**config.mk**
```make
export PLATFORM = sky130hd
export DESIGN_NAME = uart_rcv
export DESIGN_NICKNAME = d
export VERILOG_FILES = /design/src/rtl/uart_pkg.sv /design/src/rtl/sync_2ff.sv /design/src/rtl/uart_rcv.sv
export SDC_FILE = /design/constraint.sdc
export NUM_CORES = 1
export LEC_CHECK = 0
export CORE_MARGIN = 2
export CORE_UTILIZATION = 35
export DETAILED_ROUTE_END_ITERATION = 8
export MAX_ROUTING_LAYER = met4
export SYNTH_ARGS = -nofsm -noshare
export SYNTH_HDL_FRONTEND = slang
export SYNTH_SLANG_ARGS = --single-unit
```
**constraint.sdc**
```tcl
create_clock -name clk -period 5.1 [get_ports clk]
set_input_delay 0.51 -clock clk [delete_from_list [all_inputs] [get_ports clk]]
set_output_delay 0.51 -clock clk [all_outputs]
set_load 0.1 [all_outputs]
```
**src/rtl/uart_pkg.sv**
```systemverilog
// Shared UART definitions used by the receiver and transmitter.
package uart_pkg;

  typedef enum logic [1:0] {
    IDLE  = 2'd0,
    START = 2'd1,
    DATA  = 2'd2,
    STOP  = 2'd3
  } rcv_state_t;

  localparam int unsigned UART_DATA_BITS  = 8;
  localparam logic        UART_IDLE_LEVEL = 1'b1;

endpackage

```
**src/rtl/sync_2ff.sv**
```systemverilog
// Two-flop synchronizer for asynchronous inputs, with a configurable reset value.
module sync_2ff #(
  parameter int unsigned       WIDTH   = 1,
  parameter logic [WIDTH-1:0]  RST_VAL = '1
) (
  input  logic             clk,
  input  logic             rst_n,
  input  logic [WIDTH-1:0] d,
  output logic [WIDTH-1:0] q
);

  logic [WIDTH-1:0] meta_q;
  logic [WIDTH-1:0] sync_q;

  // Synchronizer chain; both stages reset to the line's inactive value.
  always_ff @(posedge clk or negedge rst_n) begin
    if (!rst_n) begin
      meta_q <= RST_VAL;
      sync_q <= RST_VAL;
    end else begin
      meta_q <= d;
      sync_q <= meta_q;
    end
  end

  assign q = sync_q;

endmodule

```
**src/rtl/uart_rcv.sv**
```systemverilog
// 8N1 UART receiver: mid-bit sampling, LSB-first shift, stop-bit check, one-cycle result pulses.
module uart_rcv
  import uart_pkg::*;
#(
  parameter int unsigned WAIT_TIME = 868
) (
  input  logic       clk,
  input  logic       rst_n,
  input  logic       rxd_in,
  output logic [7:0] data,
  output logic       valid,
  output logic       frame_err,
  output logic       active
);

  localparam int unsigned HALF  = WAIT_TIME / 2;
  localparam int unsigned CNT_W = $clog2(WAIT_TIME);
  localparam int unsigned IDX_W = 3;

  localparam logic [CNT_W-1:0] CNT_HALF_END = CNT_W'(HALF - 1);
  localparam logic [CNT_W-1:0] CNT_BIT_END  = CNT_W'(WAIT_TIME - 1);
  localparam logic [IDX_W-1:0] IDX_LAST     = IDX_W'(UART_DATA_BITS - 1);

  logic rxd_s;
  logic rxd_d_q;

  rcv_state_t                state_q,     state_d;
  logic [CNT_W-1:0]          cnt_q,       cnt_d;
  logic [IDX_W-1:0]          idx_q,       idx_d;
  logic [UART_DATA_BITS-1:0] shift_q,     shift_d;
  logic [UART_DATA_BITS-1:0] data_q,      data_d;
  logic                      valid_q,     valid_d;
  logic                      frame_err_q, frame_err_d;
  logic                      active_q,    active_d;

  sync_2ff #(
    .WIDTH   (1),
    .RST_VAL (UART_IDLE_LEVEL)
  ) u_sync_rxd (
    .clk   (clk),
    .rst_n (rst_n),
    .d     (rxd_in),
    .q     (rxd_s)
  );

  // Delayed copy of the synchronized line for falling-edge detection.
  always_ff @(posedge clk or negedge rst_n) begin
    if (!rst_n) begin
      rxd_d_q <= UART_IDLE_LEVEL;
    end else begin
      rxd_d_q <= rxd_s;
    end
  end

  // Frame sequencing: start validation, data shifting, stop check.
  always_comb begin
    state_d     = state_q;
    cnt_d       = cnt_q;
    idx_d       = idx_q;
    shift_d     = shift_q;
    data_d      = data_q;
    valid_d     = 1'b0;
    frame_err_d = 1'b0;
    active_d    = active_q;

    case (state_q)
      IDLE: begin
        active_d = 1'b0;
        // A held-low line never restarts; a fresh high-to-low edge is needed.
        if (rxd_d_q && !rxd_s) begin
          state_d  = START;
          cnt_d    = '0;
          active_d = 1'b1;
        end
      end
      START: begin
        if (cnt_q == CNT_HALF_END) begin
          if (!rxd_s) begin
            state_d = DATA;
            cnt_d   = '0;
            idx_d   = '0;
          end else begin
            state_d  = IDLE;
            active_d = 1'b0;
          end
        end else begin
          cnt_d = cnt_q + CNT_W'(1);
        end
      end
      DATA: begin
        if (cnt_q == CNT_BIT_END) begin
          shift_d = {rxd_s, shift_q[UART_DATA_BITS-1:1]};
          cnt_d   = '0;
          if (idx_q == IDX_LAST) begin
            state_d = STOP;
          end else begin
            idx_d = idx_q + IDX_W'(1);
          end
        end else begin
          cnt_d = cnt_q + CNT_W'(1);
        end
      end
      STOP: begin
        // Returning to IDLE mid-stop-bit lets back-to-back frames follow without loss.
        if (cnt_q == CNT_BIT_END) begin
          if (rxd_s) begin
            data_d  = shift_q;
            valid_d = 1'b1;
          end else begin
            frame_err_d = 1'b1;
          end
          state_d  = IDLE;
          active_d = 1'b0;
        end else begin
          cnt_d = cnt_q + CNT_W'(1);
        end
      end
      default: begin
        state_d  = IDLE;
        active_d = 1'b0;
      end
    endcase
  end

  // State and output registers; reset aborts any frame in progress.
  always_ff @(posedge clk or negedge rst_n) begin
    if (!rst_n) begin
      state_q     <= IDLE;
      cnt_q       <= '0;
      idx_q       <= '0;
      shift_q     <= '0;
      data_q      <= '0;
      valid_q     <= 1'b0;
      frame_err_q <= 1'b0;
      active_q    <= 1'b0;
    end else begin
      state_q     <= state_d;
      cnt_q       <= cnt_d;
      idx_q       <= idx_d;
      shift_q     <= shift_d;
      data_q      <= data_d;
      valid_q     <= valid_d;
      frame_err_q <= frame_err_d;
      active_q    <= active_d;
    end
  end

  assign data      = data_q;
  assign valid     = valid_q;
  assign frame_err = frame_err_q;
  assign active    = active_q;

endmodule

```
* Yosys cells after proc, flatten, opt, wreduce, memory -nomap -nowiden
Cells that the tools add are included.
Storage, ports and cells: bits in registers 37, output and inout port bits 11, word-level logic and storage cells 69
Operators by class: add/subtract/negate cells 2, equal/unequal tests 16, muxes and demuxes 29, reductions and logical operators 11
Operator list (count):
- 2-to-1 mux 10 bit | 5
- one-hot mux 10 bit (4 select lines) | 1
- inequality test 2 bit (second input constant) | 8
- 2-to-1 mux 2 bit | 6
- 2-to-1 mux 3 bit | 4
- adder 10 x 1 -> 10 bit (second input constant) | 1
- == test 10 bit (second input constant) | 1
- == test 10 x 9 -> 1 bit (second input constant) | 1
- 2-to-1 mux 1 bit | 10
- AND reduction 5 bit | 2
- one-hot mux 2 bit (4 select lines) | 1
- one-hot mux 3 bit (2 select lines) | 1
- AND reduction 3 bit | 2
- == test 2 bit (second input constant) | 2
- AND reduction 4 bit | 1
- adder 3 x 1 -> 3 bit (second input constant) | 1
- == test 3 bit (second input constant) | 1
- inequality test 3 bit (second input constant) | 1
- one-hot mux 1 bit (3 select lines) | 1
- nonzero test 3 bit | 1
- == test 2 x 1 -> 1 bit (second input constant) | 1
- logical NOT 2 bit | 1
- inequality test 2 x 1 -> 1 bit (second input constant) | 1
- AND reduction 2 bit | 1
- 3 further kinds | 3

* Logic depth before layout (Yosys ltp)
depth after elaboration 4, mapped depth 7, mapped depth without buffers 7

* Modules after synthesis
Synthesis repeated with hierarchy kept, for this count alone.
Unflattened totals: cell total of the unflattened synthesis 158, area, all modules 1796.7 um^2
Modules (own cells, without submodules):
- uart_rcv | times used 1, cells an instance 156, area an instance 1744.2 um^2, sequential area each 877.1 um^2
- sync_2ff | times used 1, cells an instance 2, area an instance 52.6 um^2, sequential area each 52.6 um^2

* Worst setup path before layout
Ideal clock, no wire load.
path type register to register, start register cnt_q[0], end register idx_q[0], setup time 0.128 ns, arrival time 2.095 ns, required time 4.972 ns, slack 2.878 ns, cell stages (with the launch flop) 7, buffers on the path 0, period minus slack after synthesis 2.222 ns, cells stage by stage dfrtp_1 ha_1 or3b_4 or2_1 or3_1 a21oi_2 mux2_1
On the way: longest elaborated chain between the ends 3
RTL lines:
- start, declared | RTL line uart_rcv.sv:28 | logic [CNT_W-1:0] cnt_q, cnt_d;
- start signal, assigned | RTL line uart_rcv.sv:138 | cnt_q <= cnt_d;
- == test 10 bit / == test 10 x 9 -> 1 bit (equally long branches) | RTL line uart_rcv.sv:91, uart_rcv.sv:77
- inequality test 2 bit (no source line)
- AND reduction 5 bit (no source line) (*)
- end signal, assigned | RTL line uart_rcv.sv:139 | idx_q <= idx_d;
- end, declared | RTL line uart_rcv.sv:29 | logic [IDX_W-1:0] idx_q, idx_d;
Mark *: on every way between the ends. The rest lies on a longest branch, timed or not. A chain may end at the register's enable or synchronous reset.

* Worst setup path in the final report
start register cnt_q[0], end register idx_q[2]
The elaborated chain is that of the path after synthesis.

==> flow_metrics.py <==
metrics = {
    "routing": {
        "drcViolationCount": 0,
        "drt_wl_total_um": 3450,
        "viasPerCell": 5.03,
        "post_drt_wl_per_cell_um": 14.6,
        "detail-route-antenna-nets": 0,
        "drtIter0Drc": 72,
        "vias": 1193,
        "drt-pass1-iter-count": 4,
    },
    "global_routing": {
        "grt_max_degree": 38,
        "grt_overflow_total": 0,
        "grt_pass1_wl_um": 5950,
        "grt_util_all_layers_pct": 14.8,
        "grt_pass1_vias": 1246,
        "antenna_found_initial": 0,
    },
    "clock_tree": {
        "cts-hold-fix-buffers": 0,
        "cts_max_path_buffers": 2,
        "cts_repair_resize_count": 0,
        "path_clk_slew_ps": 70,
        "cts_sinks": 37,
        "cts_tree": "done",
        "cts_max_level": 2,
        "cts_root_buf": "clkbuf_8",
        "cts_made_buffers": 5,
        "cts_setup_buffers": 0,
        "clk_latency_ps": 280,
    },
    "timing": {
        "relSlewSlack_pct": 35.1,
        "fin_crit_ps": 2380,
        "hold_viol": 0,
        "fmax_mhz": 419,
        "clock_skew_ps": 3.17,
        "period_share_pct": 46.7,
        "worstMarginPinSlew_ps": 971,
        "slew_viol_final": 0,
        "finalSetupViolCount": 0,
        "rsz0062_at_grt": "false",
        "tns_ps": 0,
    },
    "synth": {
        "syn_inst": 153,
        "synth_area_leaders": "dfrtp_1, mux2_2, dfstp_2, ha_1, nand2_1",
        "synth_edf_count": 0,
        "synth_common_cells": "dfrtp_1, mux2_2, nand2_1",
        "netlist.area_leader.share_pct": 48.5,
        "synth.avg_cell_area_um2": 11.5,
        "yosysSeqAreaShare_pct": 53.0,
        "synth_ff_type": "dfrtp_1",
        "yosys_warnings": 0,
        "synth_cell_types": 43,
        "synth_most_common_cell": "dfrtp_1",
        "synth_fp_nets": 160,
        "syn_area_um2": 1750,
        "synth_top_cell_by_area": "dfrtp_1",
        "ys_ff_latch": 37,
        "async_flop_share_pct": 100,
    },
    "final_layout": {
        "stdcell_count": 237,
        "area_delta_synth_final_pct": 17.3,
        "multi_input_area_um2": 781,
        "n_fill_cell": 447,
        "layout-drive-gt1-share_pct": 20.6,
        "seqCellArea_um2": 930,
        "antenna_cells": 0,
        "layout.nets": 176,
    },
    "worst_hold_path": {
        "hp-class": "input pin to asynchronous set/reset pin",
    },
    "setup_path": {
        "critPathMaxFanout": 5,
        "crit_arrival_ps": 2550,
        "critPathLaunchType": "flip-flop",
        "crit_type": "flip-flop to flip-flop",
        "end_kind": "flip-flop",
        "worstPathRequired_ps": 5270,
        "ff2ff_path_depth": 6,
    },
    "placed_design": {
        "gp_congestion": 0.906,
        "portBuffers": 13,
        "post-dp-hpwl_um": 2460,
        "dp_cells": 229,
    },
    "power_and_ir_drop": {
        "power.density_nw_per_um2": 344,
        "ir_worst_vdd_uv": 193,
        "cellLeakagePower_nw": 0.914,
    },
    "die": {
        "rows": 25,
        "design.die.area_um2": 5590,
        "start_util_pct": 36.6,
        "num_io_pins": 14,
        "fp.coreArea_um2": 4790,
        "die_x_um": 74.8,
        "fp.dieH_um": 74.8,
    },
    "flow_run": {
        "cap_violations": 0,
    },
    "status": {
        "run_status": "finished clean",
    },
}
cell type report:
type                       instances  share of cell area [%]
timing repair buffer              13                    6.08
inverter                           7                    1.28
tap                               67                    4.08
clock inverter                     2                    1.89
multi-input combinational        105                    38.0
sequential                        37                    45.2
clock buffer                       6                    3.53
flip-flops by register name, summed over array words and instances (netlist names), named ones only:
register and cells:
u_sync_rxd.meta_q 1, shift_q 8, data 8, valid 1
rxd_d_q 1, u_sync_rxd.q 1, idx_q 3, active 1
state_q 1, cnt_q 10, frame_err 1
report_power, final:
group / internal (mW) / total (mW) / switching [mW]
registers: 0.321 / 0.362 / 0.0407
clock network: 0.147 / 0.251 / 0.104
logic: 0.0425 / 0.0953 / 0.0528
total: 0.510 / 0.708 / 0.198
per-stage QoR:
stage / hold slack (ps) / setup slack, ps / util, % / total power, mW / area (um2)
2_1_floorplan: 214 / 2880 / - / 0.431 / 1750
3_3_place_gp: 346 / 2820 / 40.7 / 0.458 / 1950
3_5_place_dp: 349 / 2710 / 40.7 / 0.464 / 1950
4_1_cts: 332 / 2710 / 43.0 / 0.719 / 2060
5_1_grt: 366 / 2590 / 43.0 / 0.750 / 2060
6_report: 304 / 2720 / 43.0 / 0.708 / 2060
path summary, 6_finish.rpt:
kind | start | endpoint | slack (ps)
setup / recovery | cnt_q[0]$_DFFE_PN0P_ | idx_q[2]$_DFFE_PN0P_ | 2720
hold / removal | rst_n | idx_q[1]$_DFFE_PN0P_ | 300
setup reg to reg | cnt_q[0]$_DFFE_PN0P_ | idx_q[2]$_DFFE_PN0P_ | 2720
hold reg to reg | u_sync_rxd.meta_q$_DFF_PN1_ | u_sync_rxd.q$_DFF_PN1_ | 360
max in group asynchronous | rst_n | cnt_q[4]$_DFFE_PN0P_ | 4290
min in group clk | u_sync_rxd.meta_q$_DFF_PN1_ | u_sync_rxd.q$_DFF_PN1_ | 360
cell usage in the layout, fill, tap and decap left out, types with 2 or more instances in the layout:
cell,instances
dfrtp_1,34
and2_1,4
nand4_1,2
nand2_1,12
dfstp_2,3
or2_2,2
nand2b_1,4
nor3_1,5
o211ai_1,2
clkbuf_8,5
clkdlybuf4s50_1,12
xnor2_1,2
or3_1,4
inv_1,7
o21ai_0,4
nor2_1,7
o221ai_1,2
mux2_1,3
mux2_2,16
xor2_1,2
a21oi_1,3
ha_1,4
nand3_1,7
cells by family after synthesis:
| family | after synthesis | share of synthesized area, % |
|---|---|---|
| multiplexers | 20 | 12.8 |
| XOR/XNOR | 4 | 2.00 |
| buffers and inverters | 11 | 2.43 |
| flip-flops | 37 | 53.0 |
| adder cells (fa/ha/maj) | 4 | 2.86 |
| AND/OR/NAND/NOR | 57 | 18.7 |
| AO/OA/AOI/OAI | 20 | 8.21 |
layer usage:
metal  track usage (%)  share of wire, %  wire length [um]  vias to the layer above
li1                  -                 -                 -                      578
met1              19.9                49              1680                      593
met2              21.0                47              1620                       20
met3              3.35               3.6               125                        2
met4              6.94              0.67                23                        0
met5                 -                 0                 0                        -
critical path, stage by stage (launching register included):
cell     delay [ps]
dfrtp_1         430
ha_1            240
or3b_4          430
or2_1           230
or3_1           360
a21oi_2         220
mux2_1          360
No activity file was read; power rests on OpenSTA's default activity.
